===== config.mk =====
export PLATFORM = sky130hd
export DESIGN_NAME = gost_core_arbiter
export DESIGN_NICKNAME = d
export VERILOG_FILES = /design/src/rtl/gost_core_arbiter.sv
export SDC_FILE = /design/constraint.sdc
export NUM_CORES = 1
export LEC_CHECK = 0
export CORE_ASPECT_RATIO = 0.6
export CORE_MARGIN = 2
export CORE_UTILIZATION = 38
export CTS_CLUSTER_SIZE = 24
export DETAILED_ROUTE_END_ITERATION = 12
export PLACE_DENSITY = 0.8
export SKIP_CTS_REPAIR_TIMING = 1
export SLEW_MARGIN = 5
export SYNTH_ARGS = -nofsm -noshare
export SYNTH_HDL_FRONTEND = slang
export SYNTH_SLANG_ARGS = --single-unit

===== constraint.sdc =====
create_clock -name clk -period 2.6 [get_ports clk]
set_clock_uncertainty 0.15 [all_clocks]
set_input_delay 0.26 -clock clk [delete_from_list [all_inputs] [get_ports clk]]
set_output_delay 0.26 -clock clk [all_outputs]
set_load 0.03 [all_outputs]

===== src/rtl/gost_core_arbiter.sv =====
// gost_core_arbiter: shares a single GOST 28147-89 cipher core between NREQ
// requesters. A round-robin grant picks one request, the block is loaded into
// the core, the fixed-length core run is timed with a counter, and the core
// output is returned on a tagged valid/ready response channel. Only one block
// is in flight at a time.
module gost_core_arbiter #(
  parameter int NREQ     = 2,
  parameter int IDW      = 1,
  parameter int CORE_LAT = 32
) (
  input  logic               clk,
  input  logic               rst,
  input  logic [NREQ-1:0]    req_valid,
  output logic [NREQ-1:0]    req_ready,
  input  logic [NREQ-1:0]    req_mode,
  input  logic [64*NREQ-1:0] req_data,
  output logic               rsp_valid,
  input  logic               rsp_ready,
  output logic [IDW-1:0]     rsp_id,
  output logic [63:0]        rsp_data,
  output logic               core_load,
  output logic               core_mode,
  output logic [63:0]        core_pdata,
  input  logic               core_done,
  input  logic [63:0]        core_cdata,
  output logic               busy,
  output logic               err
);

  localparam logic [1:0] ST_IDLE = 2'd0;
  localparam logic [1:0] ST_LOAD = 2'd1;
  localparam logic [1:0] ST_RUN  = 2'd2;
  localparam logic [1:0] ST_HOLD = 2'd3;

  logic [1:0]      state_q, state_d;
  logic [IDW-1:0]  last_q, last_d;
  logic [IDW-1:0]  gid_q, gid_d;
  logic [5:0]      cnt_q, cnt_d;
  logic            mode_q, mode_d;
  logic [63:0]     pdata_q, pdata_d;
  logic            rsp_valid_q, rsp_valid_d;
  logic [IDW-1:0]  rsp_id_q, rsp_id_d;
  logic [63:0]     rsp_data_q, rsp_data_d;
  logic            err_q, err_d;

  logic [NREQ-1:0] req_rot;
  logic            grant_found;
  logic [IDW:0]    grant_off;
  logic [IDW:0]    grant_sum;
  logic [IDW-1:0]  grant_idx;
  logic [63:0]     grant_data;
  logic            grant_mode;

  // Round-robin grant: rotate the valid vector so the slot after the last
  // grant sits at bit 0, take the lowest set bit, then map it back to an index.
  always_comb begin
    req_rot     = NREQ'({req_valid, req_valid} >> ({1'b0, last_q} + (IDW+1)'(1)));
    grant_found = 1'b0;
    grant_off   = '0;
    for (int i = NREQ - 1; i >= 0; i--) begin
      if (req_rot[i]) begin
        grant_found = 1'b1;
        grant_off   = (IDW+1)'(i);
      end
    end
    grant_sum = {1'b0, last_q} + (IDW+1)'(1) + grant_off;
    if (grant_sum >= (IDW+1)'(NREQ)) begin
      grant_sum = grant_sum - (IDW+1)'(NREQ);
    end
    grant_idx = grant_sum[IDW-1:0];
  end

  // Select the granted requester's block and mode, and raise its ready only in IDLE.
  always_comb begin
    grant_data = '0;
    grant_mode = 1'b0;
    req_ready  = '0;
    for (int c = 0; c < NREQ; c++) begin
      if (grant_idx == IDW'(c)) begin
        grant_data = req_data[64*c +: 64];
        grant_mode = req_mode[c];
      end
      req_ready[c] = (state_q == ST_IDLE) && grant_found && (grant_idx == IDW'(c));
    end
  end

  // Sequencer: accept, one-cycle load, timed core run, then hold the response.
  always_comb begin
    state_d     = state_q;
    last_d      = last_q;
    gid_d       = gid_q;
    cnt_d       = cnt_q;
    mode_d      = mode_q;
    pdata_d     = pdata_q;
    rsp_valid_d = rsp_valid_q;
    rsp_id_d    = rsp_id_q;
    rsp_data_d  = rsp_data_q;
    err_d       = err_q;
    case (state_q)
      ST_IDLE: begin
        if (grant_found) begin
          pdata_d = grant_data;
          mode_d  = grant_mode;
          gid_d   = grant_idx;
          last_d  = grant_idx;
          state_d = ST_LOAD;
        end
      end
      ST_LOAD: begin
        cnt_d   = '0;
        state_d = ST_RUN;
      end
      ST_RUN: begin
        cnt_d = cnt_q + 6'd1;
        if (cnt_q == 6'(CORE_LAT)) begin
          rsp_data_d  = core_cdata;
          rsp_id_d    = gid_q;
          rsp_valid_d = 1'b1;
          if (!core_done) begin
            err_d = 1'b1;
          end
          state_d = ST_HOLD;
        end
      end
      ST_HOLD: begin
        if (rsp_ready) begin
          rsp_valid_d = 1'b0;
          state_d     = ST_IDLE;
        end
      end
      default: state_d = ST_IDLE;
    endcase
  end

  // State registers; reset abandons any block in flight without a response.
  always_ff @(posedge clk or negedge rst) begin
    if (!rst) begin
      state_q     <= ST_IDLE;
      last_q      <= IDW'(NREQ - 1);
      gid_q       <= '0;
      cnt_q       <= '0;
      mode_q      <= 1'b0;
      pdata_q     <= '0;
      rsp_valid_q <= 1'b0;
      rsp_id_q    <= '0;
      rsp_data_q  <= '0;
      err_q       <= 1'b0;
    end else begin
      state_q     <= state_d;
      last_q      <= last_d;
      gid_q       <= gid_d;
      cnt_q       <= cnt_d;
      mode_q      <= mode_d;
      pdata_q     <= pdata_d;
      rsp_valid_q <= rsp_valid_d;
      rsp_id_q    <= rsp_id_d;
      rsp_data_q  <= rsp_data_d;
      err_q       <= err_d;
    end
  end

  assign core_load  = (state_q == ST_LOAD);
  assign core_mode  = mode_q;
  assign core_pdata = pdata_q;
  assign rsp_valid  = rsp_valid_q;
  assign rsp_id     = rsp_id_q;
  assign rsp_data   = rsp_data_q;
  assign busy       = (state_q != ST_IDLE);
  assign err        = err_q;

endmodule


* After elaboration in Yosys (flattened, before gate mapping) *
Cells that the tools add are included.

storage, ports and cells
  output and inout bits = 136
  register bits after elaboration = 142
  bits of input ports = 200
  logic and storage cells = 52

operators by class
  order comparisons = 1
  muxes and demuxes = 15
  add/subtract/negate cells = 4
  equal/unequal tests = 7
  bitwise operators = 2
  reduce and logical (&&, ||, !) cells = 12
  shifts and indexed selects = 1

operator list
  cell                                           count
  2-to-1 mux 64 bit                              1
  one-hot mux 6 bit (2 select lines)             1
  AND reduction 3 bit                            3
  2-to-1 mux 1 bit                               8
  one-hot mux 2 bit (4 select lines)             1
  adder 6 x 1 -> 6 bit, second input constant    1
  == test 6 bit, second input constant           1
  2-to-1 mux 2 bit                               3
  != test 2 bit, second input constant           3
  nonzero test 2 bit                             3
  == test 2 bit, second input constant           2
  AND reduction 2 bit                            2
  right shift 4 x 2 -> 2 bit                     1
  logical AND 1 bit                              3
  adder 1 x 1 -> 2 bit, second input constant    1
  adder 2 x 1 -> 2 bit                           1
  == test 2 x 1 -> 1 bit, second input constant  1
  >= comparator 2 bit, second input constant     1
  zero test 2 bit                                1
  inverter 1 bit                                 2
  one-hot mux 1 bit (2 select lines)             1
  subtractor 1 bit, second input constant        1

* Depth between registers and ports, before layout *
Gate-level depths: netlist (run 1).

  depth after elaboration = 9
  depth in mapped cells = 8
  gate-level depth less buffers = 6

* Least setup slack after synthesis (run 1) *
OpenSTA, ideal clock, no wires.

  path kind = reg2reg
  from = reg state_q[0]
  to = reg pdata_q[17], in the netlist core_pdata[17]
  path slack = 0.643 ns
  library setup time = 0.068 ns
  cell stages (with the launch flop) = 8
  path buffers = 1
  data arrival time = 1.740 ns
  period minus slack after synthesis = 1.957 ns
  required time = 2.382 ns
  path through = dfrtp_1 -> inv_1 -> ha_1 -> nand2_1 -> a21oi_1 -> clkbuf_1 -> a222oi_1 -> inv_1

on the way
  word-level cells in the longest chain between the ends = 2

ends and longest elaborated chain
  item                                  line  text
  start, declared                       35    logic [1:0] state_q, state_d;
  start signal, assigned                149   state_q <= state_d;
  zero test 2 bit                       99    case (state_q)
  AND reduction 2 bit (no source line)  -
  end signal, assigned                  154   pdata_q <= pdata_d;
  end, declared                         40    logic [63:0] pdata_q, pdata_d;

No other way between the ends.
A chain may end at the register's enable or synchronous reset.

* Worst setup path after layout (run 1) *
  from = reg state_q[0]
  to = out req_ready[1]

on the way
  word-level cells in the longest chain between the ends = 3

ends and longest elaborated chain
  item                             line  text
  zero test 2 bit                  83    req_ready[c] = (state_q == ST_IDLE) && grant_found && (grant_idx == IDW'(c));
  logical AND 1 bit (2 in series)  83
  end, declared                    14    output logic [NREQ-1:0] req_ready,

No other way between the ends.

==> metrics.cfg, run 1 <==
[yosys]
yosys_warnings=0
synth_cell_types=30
ys_ff_latch=142
yosysSeqAreaShare_pct=60.9
syn_area_sq_um=5840
synth.net_count=628
netlist_instances=421
synth_edf_count=0
syn_area_per_cell_sq_um=13.9
synth-main-ff-cell=dfrtp_1
synthArstFlopShare_pct=100

[timing]
rsz0062_at_grt=no
slew_viol_final=0
slew_headroom_pct=62.1
setup_violations=0
period_needed_ps=2500
fmax_mhz=400
hold_viol=0
fin_tns_setup_ps=0
worst_pin_slew_ps=568
post-route-period-util_pct=96.1

[worst_setup_path]
critPathCaptureType=output port
r2r_end=rsp_data[45]
critPathKind=reg2out
worstSetupEndpoint=req_ready[1]
critPathLaunchType=register
rrSetupSlack_ps=360
reg2reg_depth=7
arrival_ps=2090
r2r_start=state_q[0]
path_max_fanout=64
cp.required_ps=2190
crit_start=state_q[0]

[global_route]
grt_pass1_vias=5098
grt_start_max_net_pins=65
grt_util_all_layers_pct=21.4
antenna_found_initial=0
grt_pass1_wl_um=27200
overflow=0

[cells_and_area]
layout_commonest_cell=clkdlybuf4s50_1
stdcell_count=972
area_growth_pct=73.1
fillers=1120
num_antenna_cells=0
mostFrequentLayoutCells=clkdlybuf4s50_1, dfrtp_1, inv_1
drive_gt1_share_pct=14.8
final_nets=963

[floorplanning]
rows=35
boundaryPins=336
initial_core_util_pct=38.4
core-area_sq_um=15200
die_y_um=100
fp.dieW_um=164
die_area_sq_um=16400

[route]
drtIter0Drc=520
wl_met2_um=8940
highest_layer=met4
vias_per_cell=5.14
vias=4996
wl_met3_um=1500
wirelength_um=18100
wl_met1_um=7360
drc_errors=0
first_pass_iters=9
drtAntennaViolNets=0
wl_per_cell_um=18.6

[power_and_ir_drop]
ir_drop_uv=611
p_per_area_nw_per_um2=994
cellLeakagePower_nw=4.71

[clock_network]
clockBufferDepth=2
htreeDepth=4
cts_tree=yes
ctsRootBufferMaster=clkbuf_16
clock-sinks=142
clk_pin_slew_worst_paths_ps=70
numCtsBuffers=17
clk_latency_ps=390

[place]
io_buffers=335
gp_congestion=0.880
dp_hpwl_um=13600
placed_cells=939

[hold_path]
min_path_type=in2async

[outcome]
status=completed

[job]
maxCapViolCount=0

-- worst min path at each step --
stage / endpoint / slack [ps] / depth (start not counted)
global route: rsp_data[30] / 290 / 2
CTS: rsp_data[25] / -300 / 1
detailed placement: rsp_data[25] / 130 / 1
floorplan: cnt_q[0] / -190 / 0
global placement: rsp_data[24] / 120 / 1
finish: rsp_data[30] / 240 / 2
-- state kept, by name, indices dropped and copies added (netlist names) --
signal / flops
core_pdata: 64
rsp_id: 1
core_mode: 1
rsp_data: 64
last_q: 1
gid_q: 1
err: 1
state_q: 2
cnt_q: 6
rsp_valid: 1
-- report_power, final --
group          switching, W  leakage [nW]  internal, W  total, W
combinational       0.00234          2.68      0.00183   0.00417
sequential         0.000362          1.72      0.00281   0.00317
clock              0.000981         0.314      0.00173   0.00271
total               0.00368          4.71      0.00637    0.0101
-- routing by layer --
metal  track usage (%)  vias up
met5                 0        -
met4              5.06        0
met3              6.69       22
met2              36.3      262
met1              26.9     2489
li1                  -     2223
-- synthesized netlist by cell type (2+ instances only) --
cell type / instances / share of area, %
dfrtp_1: 141 / 60
inv_1: 76 / 4.9
a222oi_1: 65 / 11
mux2_4: 39 / 10
mux2_2: 27 / 5.2
clkbuf_1: 12 / 0.77
buf_2: 10 / 0.86
a21oi_1: 7 / 0.60
ha_1: 7 / 1.5
buf_6: 5 / 0.96
nand2_1: 5 / 0.32
o21ai_0: 4 / 0.34
nand3_1: 3 / 0.26
buf_1: 2 / 0.13
nor2_1: 2 / 0.13
nor2b_1: 2 / 0.21
-- stage by stage --
step | setup slack [ps] | cell area [sq um] | hold WS (ps) | util, % | power [W]
6_report | 101 | 10100 | 241 | 66.5 | 0.0101
5_1_grt | 7.62 | 10100 | 294 | 66.5 | 0.0106
4_1_cts | 121 | 10100 | -304 | 66.5 | 0.0101
3_5_place_dp | 344 | 9440 | 131 | 62.1 | 0.00739
3_3_place_gp | 439 | 9440 | 123 | 62.1 | 0.00723
2_1_floorplan | 643 | 5840 | -186 | - | 0.00546
-- critical path, stage by stage (launching register included) --
cell and delay [ps]:
dfrtp_1 410, inv_1 120, ha_1 280, nand2_1 120, a21oi_4 190, buf_12 270
buf_4 230
-- cell type report --
| type | count | area [sq um] | share of cell area [%] |
|---|---|---|---|
| clock buffer | 18 | 429 | 4.24 |
| sequential | 142 | 3550 | 35.2 |
| timing repair buffer | 345 | 3480 | 34.4 |
| tap | 203 | 254 | 2.51 |
| clock inverter | 14 | 229 | 2.26 |
| multi-input combinational | 174 | 1880 | 18.6 |
| inverter | 76 | 285 | 2.82 |
-- cells by family after synthesis --
| logic type | share of synthesized area [%] |
|---|---|
| adder cells (fa/ha/maj) | 1.50 |
| buffers and inverters | 7.60 |
| AO/OA/AOI/OAI | 13.2 |
| flip-flops | 60.9 |
| multiplexers | 15.2 |
| AND/OR/NAND/NOR | 1.48 |
| XOR/XNOR | 0.150 |
(Power assumes the default switching activity.)
==> run 2: changes to the inputs <==
--- a/config.mk
+++ b/config.mk
@@ -5,12 +5,11 @@
 export SDC_FILE = /design/constraint.sdc
 export NUM_CORES = 1
 export LEC_CHECK = 0
-export CORE_ASPECT_RATIO = 0.6
-export CORE_MARGIN = 2
-export CORE_UTILIZATION = 38
+export CORE_AREA = 2 2 131 133
 export CTS_CLUSTER_SIZE = 24
 export DETAILED_ROUTE_END_ITERATION = 12
-export PLACE_DENSITY = 0.8
+export DIE_AREA = 0 0 133 135
+export DONT_BUFFER_PORTS = 1
 export SKIP_CTS_REPAIR_TIMING = 1
 export SLEW_MARGIN = 5
 export SYNTH_ARGS = -nofsm -noshare
==> constraint.sdc (replaced) <==
create_clock -name clk -period 2.3 [get_ports clk]
set_clock_uncertainty 0.15 [all_clocks]
set_input_delay 0.23 -clock clk [delete_from_list [all_inputs] [get_ports clk]]
set_output_delay 0.23 -clock clk [all_outputs]
set_load 0.03 [all_outputs]
==> run 2 against run 1 <==
  * The flow now stops in global routing
  * Synthesized cell count stayed put
  * Area after synthesis did not move
==> metrics.cfg, run 2 <==
[outcome]
status=did not finish
failed_stage=global routing
first-error=[ERROR RSZ-0060] Max buffer count reached.

[floorplanning]
boundaryPins=336
initial_core_util_pct=35.6
die_y_um=135
rows=47
fp.dieW_um=133

[timing]
worst_endpoint_kind=primary output
crit_endpoint=req_ready[1]

[global_route]
grt_start_max_net_pins=143

[yosys]
synth_most_common_cell=dfrtp_1
netlist_instances=421
yosysTopAreaCell=dfrtp_1
yosys-top-cells-area=dfrtp_1, a222oi_1, mux2_4
synth_top_area_share_pct=60.4
syn_area_sq_um=5840
syn_area_per_cell_sq_um=13.9
synth-main-ff-cell=dfrtp_1
ys_ff_latch=142
synthArstFlopShare_pct=100
synth.net_count=628
yosysSeqAreaShare_pct=60.9
synth_edf_count=0
yosys_warnings=0
synth_cell_types=30
synth_common_cells=dfrtp_1, inv_1, a222oi_1

[clock_network]
clock-sinks=142
clockBufferDepth=2
htreeDepth=4
numCtsBuffers=17
ctsRootBufferMaster=clkbuf_16

[place]
dp_worst_setup_slack_ps=97.8
dp_hpwl_um=10900
gp_congestion=0.858
io_buffers=0

-- run 2: stage by stage --
stage	hold WS (ps)	cell area [sq um]	instances
global placement	-212	6120	623
CTS	-661	6690	655
detailed placement	-212	6120	623
floorplan	-216	5840	421
-- run 2: cell families after synthesis --
| logic type | share of synthesized area [%] |
|---|---|
| flops | 60.9 |
| mux | 15.2 |
| xor+xnor | 0.150 |
| compound gates | 13.2 |
| simple gates | 1.48 |
| buf+inv | 7.60 |
| fa+ha+maj | 1.50 |
==> run 3: changes to the inputs <==
--- a/config.mk
+++ b/config.mk
@@ -5,11 +5,11 @@
 export SDC_FILE = /design/constraint.sdc
 export NUM_CORES = 1
 export LEC_CHECK = 0
-export CORE_AREA = 2 2 131 133
-export CTS_CLUSTER_SIZE = 24
+export CORE_MARGIN = 2
+export CORE_UTILIZATION = 36
 export DETAILED_ROUTE_END_ITERATION = 12
-export DIE_AREA = 0 0 133 135
 export DONT_BUFFER_PORTS = 1
+export PLACE_DENSITY_LB_ADDON = 0.15
 export SKIP_CTS_REPAIR_TIMING = 1
 export SLEW_MARGIN = 5
 export SYNTH_ARGS = -nofsm -noshare
==> run 3 against run 2 <==
  * The flow again stops in global routing
  * Area after synthesis did not move
  * Synthesized cell count did not move
==> metrics.cfg, run 3 <==
[place]
gp_congestion=0.746
placed_area_sq_um=6150
dp_hpwl_um=10600
io_buffers=0
placed_cells=619

[clock_network]
ctsRootBufferMaster=clkbuf_16
htreeDepth=4
clockBufferDepth=2
numCtsBuffers=17
clock-sinks=142

[yosys]
synthArstFlopShare_pct=100
synth_cell_types=30
yosysTopAreaCell=dfrtp_1
synth_most_common_cell=dfrtp_1
synth-main-ff-cell=dfrtp_1
ys_ff_latch=142
yosysSeqAreaShare_pct=60.9
synth_top_area_share_pct=60.4
yosys_warnings=0
synth.net_count=628
syn_area_per_cell_sq_um=13.9
netlist_instances=421
synth_edf_count=0
synth_common_cells=dfrtp_1, inv_1, a222oi_1
syn_area_sq_um=5840
yosys-top-cells-area=dfrtp_1, a222oi_1, mux2_4

[outcome]
failed_stage=global routing
first-error=[ERROR RSZ-0060] Max buffer count reached.
status=did not finish

[floorplanning]
fp.dieW_um=131
boundaryPins=336
die_y_um=131
initial_core_util_pct=36.8
rows=46

[global_route]
grt_start_max_net_pins=143

[timing]
crit_endpoint=req_ready[1]
worst_endpoint_kind=primary output

run 3: cell counts after synthesis:
Identical to the previous run, type by type.
run 3: logic make-up after synthesis:
family	synth area share [%]
compound gates	13.2
simple gates	1.48
flops	60.9
mux	15.2
xor+xnor	0.150
buf+inv	7.60
fa+ha+maj	1.50
run 3: metrics by stage:
step | TNS [ps] | utilization [%] | setup WS [ps]
4_1_cts | -184 | 42.5 | -184
3_5_place_dp | 0 | 38.7 | 119
3_3_place_gp | 0 | 38.7 | 233
2_1_floorplan | 0 | - | 343
